`config.mk`:
```
export PLATFORM = sky130hd
export DESIGN_NAME = countdown_timer
export DESIGN_NICKNAME = d
export VERILOG_FILES = /design/src/rtl/marvin_timer_pkg.sv /design/src/rtl/timer_prescaler.sv /design/src/rtl/countdown_timer.sv
export SDC_FILE = /design/constraint.sdc
export NUM_CORES = 1
export LEC_CHECK = 0
export CORE_UTILIZATION = 50
export CTS_BUF_LIST = sky130_fd_sc_hd__clkbuf_16
export DETAILED_ROUTE_END_ITERATION = 6
export PLACE_DENSITY = 0.89
export REMOVE_ABC_BUFFERS = 1
export SLEW_MARGIN = 20
export SYNTH_ARGS = -nofsm -noshare
export SYNTH_HDL_FRONTEND = slang
export SYNTH_SLANG_ARGS = --single-unit
```
`constraint.sdc`:
```
create_clock -name clk -period 6.2 [get_ports clk]
set_input_delay 1.55 -clock clk [delete_from_list [all_inputs] [get_ports clk]]
set_output_delay 1.55 -clock clk [all_outputs]
set_load 0.02 [all_outputs]
```
`src/rtl/marvin_timer_pkg.sv`:
```
// Shared types and defaults for the countdown timer and any register-map wrapper around it.
package marvin_timer_pkg;

  typedef enum logic [1:0] {
    IDLE   = 2'd0,
    LOADED = 2'd1,
    RUN    = 2'd2,
    PAUSE  = 2'd3
  } timer_state_t;

  localparam int unsigned TIMER_W_DEFAULT            = 24;
  localparam int unsigned TIMER_PRESCALE_MAX_DEFAULT = 256;

endpackage

```
`src/rtl/timer_prescaler.sv`:
```
// Tick divider for the countdown timer: one tick every div+1 enabled cycles.
// Only built when TIMER_PRESCALE_EN is defined.
`ifdef TIMER_PRESCALE_EN
module timer_prescaler #(
  parameter int unsigned PW = 8
) (
  input  logic          clk,
  input  logic          rst_,
  input  logic          en,
  input  logic          clr,
  input  logic [PW-1:0] div,
  output logic          tick
);

  logic [PW-1:0] cnt;

  assign tick = en && (cnt == div);

  always_ff @(posedge clk) begin
    if (!rst_) begin
      cnt <= '0;
    end else if (clr) begin
      cnt <= '0;
    end else if (en) begin
      cnt <= tick ? '0 : cnt + PW'(1);
    end
  end

endmodule
`endif

```
`src/rtl/countdown_timer.sv`:
```
// Loadable down-counting timer with one-shot/periodic modes, pause/resume, expiry pulse and sticky irq.
// Optional tick prescaler enabled by defining TIMER_PRESCALE_EN.
module countdown_timer
  import marvin_timer_pkg::*;
#(
  parameter int unsigned W            = TIMER_W_DEFAULT,
  parameter int unsigned PRESCALE_MAX = TIMER_PRESCALE_MAX_DEFAULT
) (
  input  logic         clk,
  input  logic         rst_,
  input  logic         load_valid,
  output logic         load_ready,
  input  logic [W-1:0] load_value,
  input  logic         load_periodic,
  input  logic         start,
  input  logic         stop,
  input  logic         clear,
  input  logic         irq_ack,
  output logic [W-1:0] remaining,
  output logic         busy,
  output logic         expired,
  output logic         irq
`ifdef TIMER_PRESCALE_EN
  ,
  input  logic [$clog2(PRESCALE_MAX)-1:0] prescale
`endif
);

  timer_state_t state_q, state_d;
  logic [W-1:0] remaining_q, remaining_d;
  logic [W-1:0] reload_q, reload_d;
  logic         periodic_q, periodic_d;
  logic         expired_d;
  logic         irq_d;
  logic         load_acc;
  logic         tick;

  assign load_ready = (state_q != RUN);
  assign load_acc   = load_valid && load_ready;
  assign busy       = (state_q == RUN);
  assign remaining  = remaining_q;

`ifdef TIMER_PRESCALE_EN
  localparam int unsigned PW = $clog2(PRESCALE_MAX);
  logic [PW-1:0] prescale_q;

  always_ff @(posedge clk) begin
    if (!rst_) begin
      prescale_q <= '0;
    end else if (load_acc && !clear) begin
      prescale_q <= prescale;
    end
  end

  // Held at zero throughout LOADED so RUN entry always starts a fresh period;
  // disabled on a stop cycle so a pause never swallows a pending tick.
  timer_prescaler #(.PW(PW)) u_prescaler (
    .clk  (clk),
    .rst_ (rst_),
    .en   ((state_q == RUN) && !stop && !clear),
    .clr  (clear || load_acc || (state_q == LOADED)),
    .div  (prescale_q),
    .tick (tick)
  );
`else
  assign tick = 1'b1;
`endif

  always_comb begin
    state_d     = state_q;
    remaining_d = remaining_q;
    reload_d    = reload_q;
    periodic_d  = periodic_q;
    expired_d   = 1'b0;
    if (clear) begin
      state_d     = IDLE;
      remaining_d = '0;
    end else if (load_acc) begin
      state_d     = LOADED;
      remaining_d = load_value;
      reload_d    = load_value;
      periodic_d  = load_periodic;
    end else begin
      unique case (state_q)
        LOADED, PAUSE: begin
          if (start && !stop) state_d = RUN;
        end
        RUN: begin
          if (stop) begin
            state_d = PAUSE;
          end else if (tick) begin
            // A count of 0 or 1 expires on this tick; never wraps below zero.
            if (remaining_q <= W'(1)) begin
              expired_d = 1'b1;
              if (periodic_q) begin
                remaining_d = reload_q;
              end else begin
                remaining_d = '0;
                state_d     = IDLE;
              end
            end else begin
              remaining_d = remaining_q - W'(1);
            end
          end
        end
        default: ;
      endcase
    end
    irq_d = expired_d || (irq && !irq_ack);
  end

  always_ff @(posedge clk) begin
    if (!rst_) begin
      state_q     <= IDLE;
      remaining_q <= '0;
      reload_q    <= '0;
      periodic_q  <= 1'b0;
      expired     <= 1'b0;
      irq         <= 1'b0;
    end else begin
      state_q     <= state_d;
      remaining_q <= remaining_d;
      reload_q    <= reload_d;
      periodic_q  <= periodic_d;
      expired     <= expired_d;
      irq         <= irq_d;
    end
  end

endmodule

```
==> flow_metrics.py, run 1 <==
metrics = {
    "synthesis": {
        "synth_top_family_by_area": "simple AND/OR/NAND/NOR gates",
        "synth_simple_gate_area_frac": 0.261,
        "mappedNetlistArea_um2": 2890,
        "synthXorXnorAreaFrac": 0.0485,
        "netlist_instances": 353,
        "synth-edff-count": 0,
        "synth_compound_area_frac": 0.259,
        "synth-main-ff-cell": "dfxtp_1",
        "async_flop_share": 0,
        "synth.distinct_cells": 56,
        "yosys_warnings": 0,
        "ys_ff_latch": 53,
        "ys_seq_area_frac": 0.367,
        "synthAdderAreaFrac": 0.00866,
        "syn_area_per_cell_um2": 8.19,
        "synthMuxAreaShare": 0.00693,
    },
    "cts": {
        "cts_hold_buf": 0,
        "cts_buffers": 5,
        "clk_transition_reported_paths_ns": 0.07,
        "cts_buffer_depth": 2,
        "cts_resized": 0,
        "worstSkewPairLatency_ns": 0.29,
        "cts-root-buf": "clkbuf_16",
        "clkSinkCount": 53,
        "htreeDepth": 2,
        "cts_setup_buffers": 0,
        "cts_tree": "yes",
    },
    "layout": {
        "antenna_cells": 0,
        "final_common_cell": "nand2_1",
        "fin_cells": 466,
        "mostFrequentLayoutCells": "nand2_1 (74), clkdlybuf4s50_1 (59), dfxtp_1 (53), a21boi_1 (20), o221ai_1 (18)",
        "drive_above_1_share": 0.0533,
        "post-route-cell-area_um2": 3640,
        "nNetsFinal": 427,
        "utilization": 0.657,
        "area_growth_pct": 25.8,
    },
    "critical_path": {
        "critPathLaunch": "stop",
        "endpoint_kind": "flip-flop",
        "cp_slowest_cell": "nor3b_2",
        "cp_cell_sequence": "clkdlybuf4s50_1, nor3b_2, a21o_1, o22ai_1, a211o_1, a21oi_1",
        "max_stage_delay_ns": 0.93,
        "required_ns": 6.42,
        "arrival_ns": 4.14,
        "cp_max_fo": 19,
        "crit_type": "input pin to flip-flop",
        "critPathLaunchType": "input pin",
        "r2r-start": "remaining[2]$_SDFFE_PP0P_",
    },
    "placement": {
        "place_area_um2": 3470,
        "dp_slack_ns": 2.01,
        "hpwl_um": 5290,
        "gp_congestion": 0.924,
        "io_buffers": 59,
        "dp.cells": 458,
    },
    "floorplanning": {
        "die_area_um2": 6090,
        "initial_core_util": 0.522,
        "die_x_um": 78.0,
        "ioPinCount": 60,
        "rows": 27,
        "core-area_um2": 5540,
        "die_y_um": 78.0,
    },
    "route": {
        "ant_nets": 0,
        "drt-initial-drc-count": 398,
        "drtPass1Iterations": 5,
        "drt_wl_total_um": 8220,
        "num_vias": 2998,
        "drc": 0,
        "routedWlPerCell_um": 17.6,
        "via_per_inst": 6.43,
    },
    "sta": {
        "finClkSkew_ns": 0.00643,
        "fin_setup_tns_ns": 0,
        "rsz0062_at_grt": "false",
        "min_period_ns": 3.92,
        "worst_slew_pin_slew_ns": 1.14,
        "slew_viol_final": 0,
        "fin_crit_sh": 0.632,
        "finalSetupViolations": 0,
        "timing.hold.ws_ns": 0.457,
        "fmax_mhz": 255,
        "slew_headroom": 0.240,
        "hold_violations": 0,
        "timing.final.ws_setup_ns": 2.28,
    },
    "power": {
        "switching_power_uw": 245,
        "clkPwrFrac": 0.366,
        "internal_power_uw": 619,
        "power_uw": 863,
        "power.density_nw_per_um2": 237,
        "static-leakage-power_nw": 1.29,
        "pwr-share-seq": 0.432,
        "comb_power_share": 0.202,
        "peakVddDrop_mv": 0.166,
        "swShare": 0.283,
    },
    "grt": {
        "overflow": 0,
        "grt_max_degree": 29,
        "grt_usage": 0.270,
        "grt_pass1_wl_um": 13200,
        "antenna_found_initial": 0,
        "grt_pass1_vias": 2756,
    },
    "hold_path": {
        "hp-class": "flip-flop to flip-flop",
        "min_from": "reload_q[21]$_SDFFE_PN0P_",
    },
    "flow_run": {
        "maxCapViolations": 0,
    },
    "outcome": {
        "status": "complete, no violations",
    },
}
-- power by group through the flow --
stage / Sequential [mW] / Combinational [mW] / Clock [mW]
floorplan: 0.383 / 0.0979 / 0
global placement: 0.379 / 0.165 / 0
detailed placement: 0.380 / 0.169 / 0
CTS: 0.372 / 0.171 / 0.314
global route: 0.374 / 0.187 / 0.331
finish: 0.373 / 0.175 / 0.316
-- metal layers --
layer / track usage / share of wire
met1: 0.341 / 0.42
met2: 0.457 / 0.47
met3: 0.0535 / 0.082
met4: 0.100 / 0.030
met5: 0 / 0
-- flip-flops by register name, summed over array words and instances, names as in the netlist --
register	count
expired	1
irq	1
periodic_q	1
reload_q	24
remaining	24
state_q	2
-- Yosys cell counts (all sizes together) (2+ instances only) --
master	count	area, um2
a221oi	3	26.3
buf	6	37.5
nor2	12	47.6
ha	2	25.0
nand4	2	12.5
o21ai	2	10.0
a21boi	26	195
or4	7	52.6
a21oi	9	45.0
xnor2	8	70.1
and2	2	12.5
nand2	74	278
a211oi	7	57.6
nor4	8	77.6
clkbuf	22	82.6
xor2	8	70.1
nand2b	5	31.3
mux2i	2	20.0
o211ai	2	15.0
inv	5	18.8
and3	2	12.5
o221ai	18	158
nand3b	2	15.0
a31oi	15	109
a21o	2	15.0
a211o	2	17.5
nor3b	3	27.5
nor3	9	55.1
nand3	16	85.1
o41ai	3	26.3
nor2b	4	25.0
dfxtp	53	1060
-- cells by family after synthesis --
logic type	Yosys count
AND/OR/NAND/NOR	149
AO/OA/AOI/OAI	98
flip-flops	53
adder cells (fa/ha/maj)	2
XOR/XNOR	16
multiplexers	2
buffers and inverters	33
-- cell type report --
cell class	instances	area [um2]
clock buffer	5	125
clock inverter	3	41.3
fill	447	1900
inverter	5	18.8
multi-input combinational	267	1700
sequential	53	1060
tap	72	90.1
timing repair buffer	61	606
-- worst max-delay path: cells and delay by family --
| family | cells | cell delay [ns] |
|---|---|---|
| compound gates | 4 | 1.16 |
| buf+inv | 1 | 0.49 |
| simple gates | 1 | 0.93 |
-- worst paths after layout --
check        slack, ns                    endpoint  cells after the start
max               2.28  remaining[19]$_SDFFE_PP0P_                      6
min reg2reg       0.46   reload_q[21]$_SDFFE_PN0P_                      2
min               0.46   reload_q[21]$_SDFFE_PN0P_                      2
max reg2reg       3.43  remaining[23]$_SDFFE_PP0P_                      5
No activity file was read; power rests on OpenSTA's default activity.
==> inputs of run 2 (changes only) <==
==> constraint.sdc (replaced) <==
create_clock -name clk -period 4 [get_ports clk]
set_input_delay 1 -clock clk [delete_from_list [all_inputs] [get_ports clk]]
set_output_delay 1 -clock clk [all_outputs]
set_load 0.02 [all_outputs]
==> run 2 against run 1 <==
- combinational power rose by 57%
- sequential share of layout area fell by 0.24 points
- die area did not move
- worst hold slack got worse by 0.0050 ns
- utilization rose by 0.54 points
- critical path depth rose by 1
==> flow_metrics.py, run 2 (synthesis gave the netlist of run 1 again) <==
metrics = {
    "outcome": {
        "status": "complete, no violations",
    },
    "placement": {
        "io_buffers": 59,
        "hpwl_um": 5410,
        "gp_congestion": 0.941,
    },
    "sta": {
        "fmax_mhz": 349,
        "slew_viol_final": 0,
        "min_period_ns": 2.86,
        "finClkSkew_ns": 0.00524,
        "worst_slew_pin_slew_ns": 1.09,
        "fin_crit_sh": 0.716,
        "slew_headroom": 0.275,
        "fin_setup_tns_ns": 0,
        "rsz0062_at_grt": "false",
        "hold_violations": 0,
        "finalSetupViolations": 0,
    },
    "hold_path": {
        "hp-class": "flip-flop to flip-flop",
    },
    "grt": {
        "grt_max_degree": 26,
        "grt_pass1_wl_um": 13500,
        "overflow": 0,
        "grt_usage": 0.282,
        "antenna_found_initial": 0,
        "grt_pass1_vias": 2830,
    },
    "layout": {
        "mostFrequentLayoutCells": "nand2_1 (74), clkdlybuf4s50_1 (59), dfxtp_1 (53), a21boi_1 (20), o221ai_1 (18)",
        "drive_above_1_share": 0.0628,
        "area_growth_pct": 26.9,
        "nNetsFinal": 431,
        "final_common_cell": "nand2_1",
        "antenna_cells": 0,
    },
    "cts": {
        "cts_buffers": 5,
        "cts_hold_buf": 0,
        "cts_resized": 0,
        "worstSkewPairLatency_ns": 0.29,
        "cts_tree": "yes",
        "cts_buffer_depth": 2,
        "cts_setup_buffers": 0,
        "clkSinkCount": 53,
        "clk_transition_reported_paths_ns": 0.07,
        "htreeDepth": 2,
        "cts-root-buf": "clkbuf_16",
    },
    "critical_path": {
        "critPathLaunchType": "input pin",
        "crit_type": "input pin to flip-flop",
        "arrival_ns": 3.09,
        "max_stage_delay_ns": 0.57,
        "critical_path.top_delay_family": "compound AO/OA/AOI/OAI gates",
        "endpoint_kind": "flip-flop",
        "cp_num_buf_inv": 2,
        "required_ns": 4.23,
        "cp_max_fo": 19,
        "cp_cell_sequence": "clkdlybuf4s50_1, nor3b_2, buf_4, a21o_1, o22ai_1, a211o_1, a21oi_1",
        "cp_slowest_cell": "a21o_1",
    },
    "route": {
        "drt-initial-drc-count": 329,
        "num_vias": 2989,
        "routedWlPerCell_um": 17.6,
        "drt_wl_total_um": 8250,
        "drtPass1Iterations": 5,
        "drc": 0,
        "via_per_inst": 6.36,
        "ant_nets": 0,
    },
    "power": {
        "static-leakage-power_nw": 1.31,
        "power.density_nw_per_um2": 364,
        "power_mw": 1.33,
        "peakVddDrop_mv": 0.190,
        "clkPwrFrac": 0.364,
        "swShare": 0.280,
        "switching_power_uw": 374,
        "pwr-share-seq": 0.430,
        "internal_power_uw": 960,
        "comb_power_share": 0.206,
    },
    "floorplanning": {
        "rows": 27,
        "initial_core_util": 0.522,
        "ioPinCount": 60,
        "die_x_um": 78.0,
        "die_y_um": 78.0,
        "die_area_um2": 6090,
        "core-area_um2": 5540,
    },
    "flow_run": {
        "maxCapViolations": 0,
    },
}
run 2: cell types whose count changed in the layout (fill, tap and decap cells not counted), sizes merged:
| cell | previous run | this run |
|---|---|---|
| buf | 2 | 6 |
run 2: power by group through the flow:
stage               logic [mW]  registers, mW  clock network (mW)
floorplan                0.152          0.593                   0
global placement         0.261          0.584                   0
detailed placement       0.268          0.585                   0
CTS                      0.270          0.573               0.487
global route             0.297          0.577               0.512
finish                   0.274          0.574               0.486
run 2: cell type report:
cell class                 count  area, um2
clock buffer                   5        125
inverter                       5       18.8
tap                           72       90.1
fill                         437       1870
timing repair buffer          65        636
sequential                    53       1060
clock inverter                 3       41.3
multi-input combinational    267       1700
run 2: worst reg2reg max path: cells and delay by family (launching register included):
| family | cells | cell delay [ns] |
|---|---|---|
| flops | 1 | 0.39 |
| compound gates | 2 | 0.49 |
| simple gates | 3 | 1.62 |
run 2: worst paths after layout:
check | start | cells after the start | endpoint | slack [ns]
setup / recovery | stop | 7 | remaining[19]$_SDFFE_PP0P_ | 1.14
hold / removal | reload_q[14]$_SDFFE_PN0P_ | 2 | reload_q[14]$_SDFFE_PN0P_ | 0.45
setup reg to reg | remaining[2]$_SDFFE_PP0P_ | 5 | remaining[17]$_SDFFE_PP0P_ | 1.38
hold reg to reg | reload_q[14]$_SDFFE_PN0P_ | 2 | reload_q[14]$_SDFFE_PN0P_ | 0.45
run 2: through the flow:
stage / std cells / util / area (um2) / setup WS (ns) / hold WS, ns
after global routing: 470 / 0.662 / 3670 / 1.00 / 0.484
after floorplan: 325 / - / 2770 / 1.03 / 0.432
after CTS: 470 / 0.662 / 3670 / 1.19 / 0.455
final: 470 / 0.662 / 3670 / 1.14 / 0.452
after detailed placement: 462 / 0.632 / 3500 / 0.919 / 0.446
after global placement: 462 / 0.632 / 3500 / 0.969 / 0.440
run 2: per-layer routing:
metal,up-vias,track usage,part of all wire
met2,163,0.453,0.47
met3,19,0.0558,0.082
met1,1414,0.362,0.42
met4,0,0.139,0.023
li1,1393,-,-
met5,-,0,0
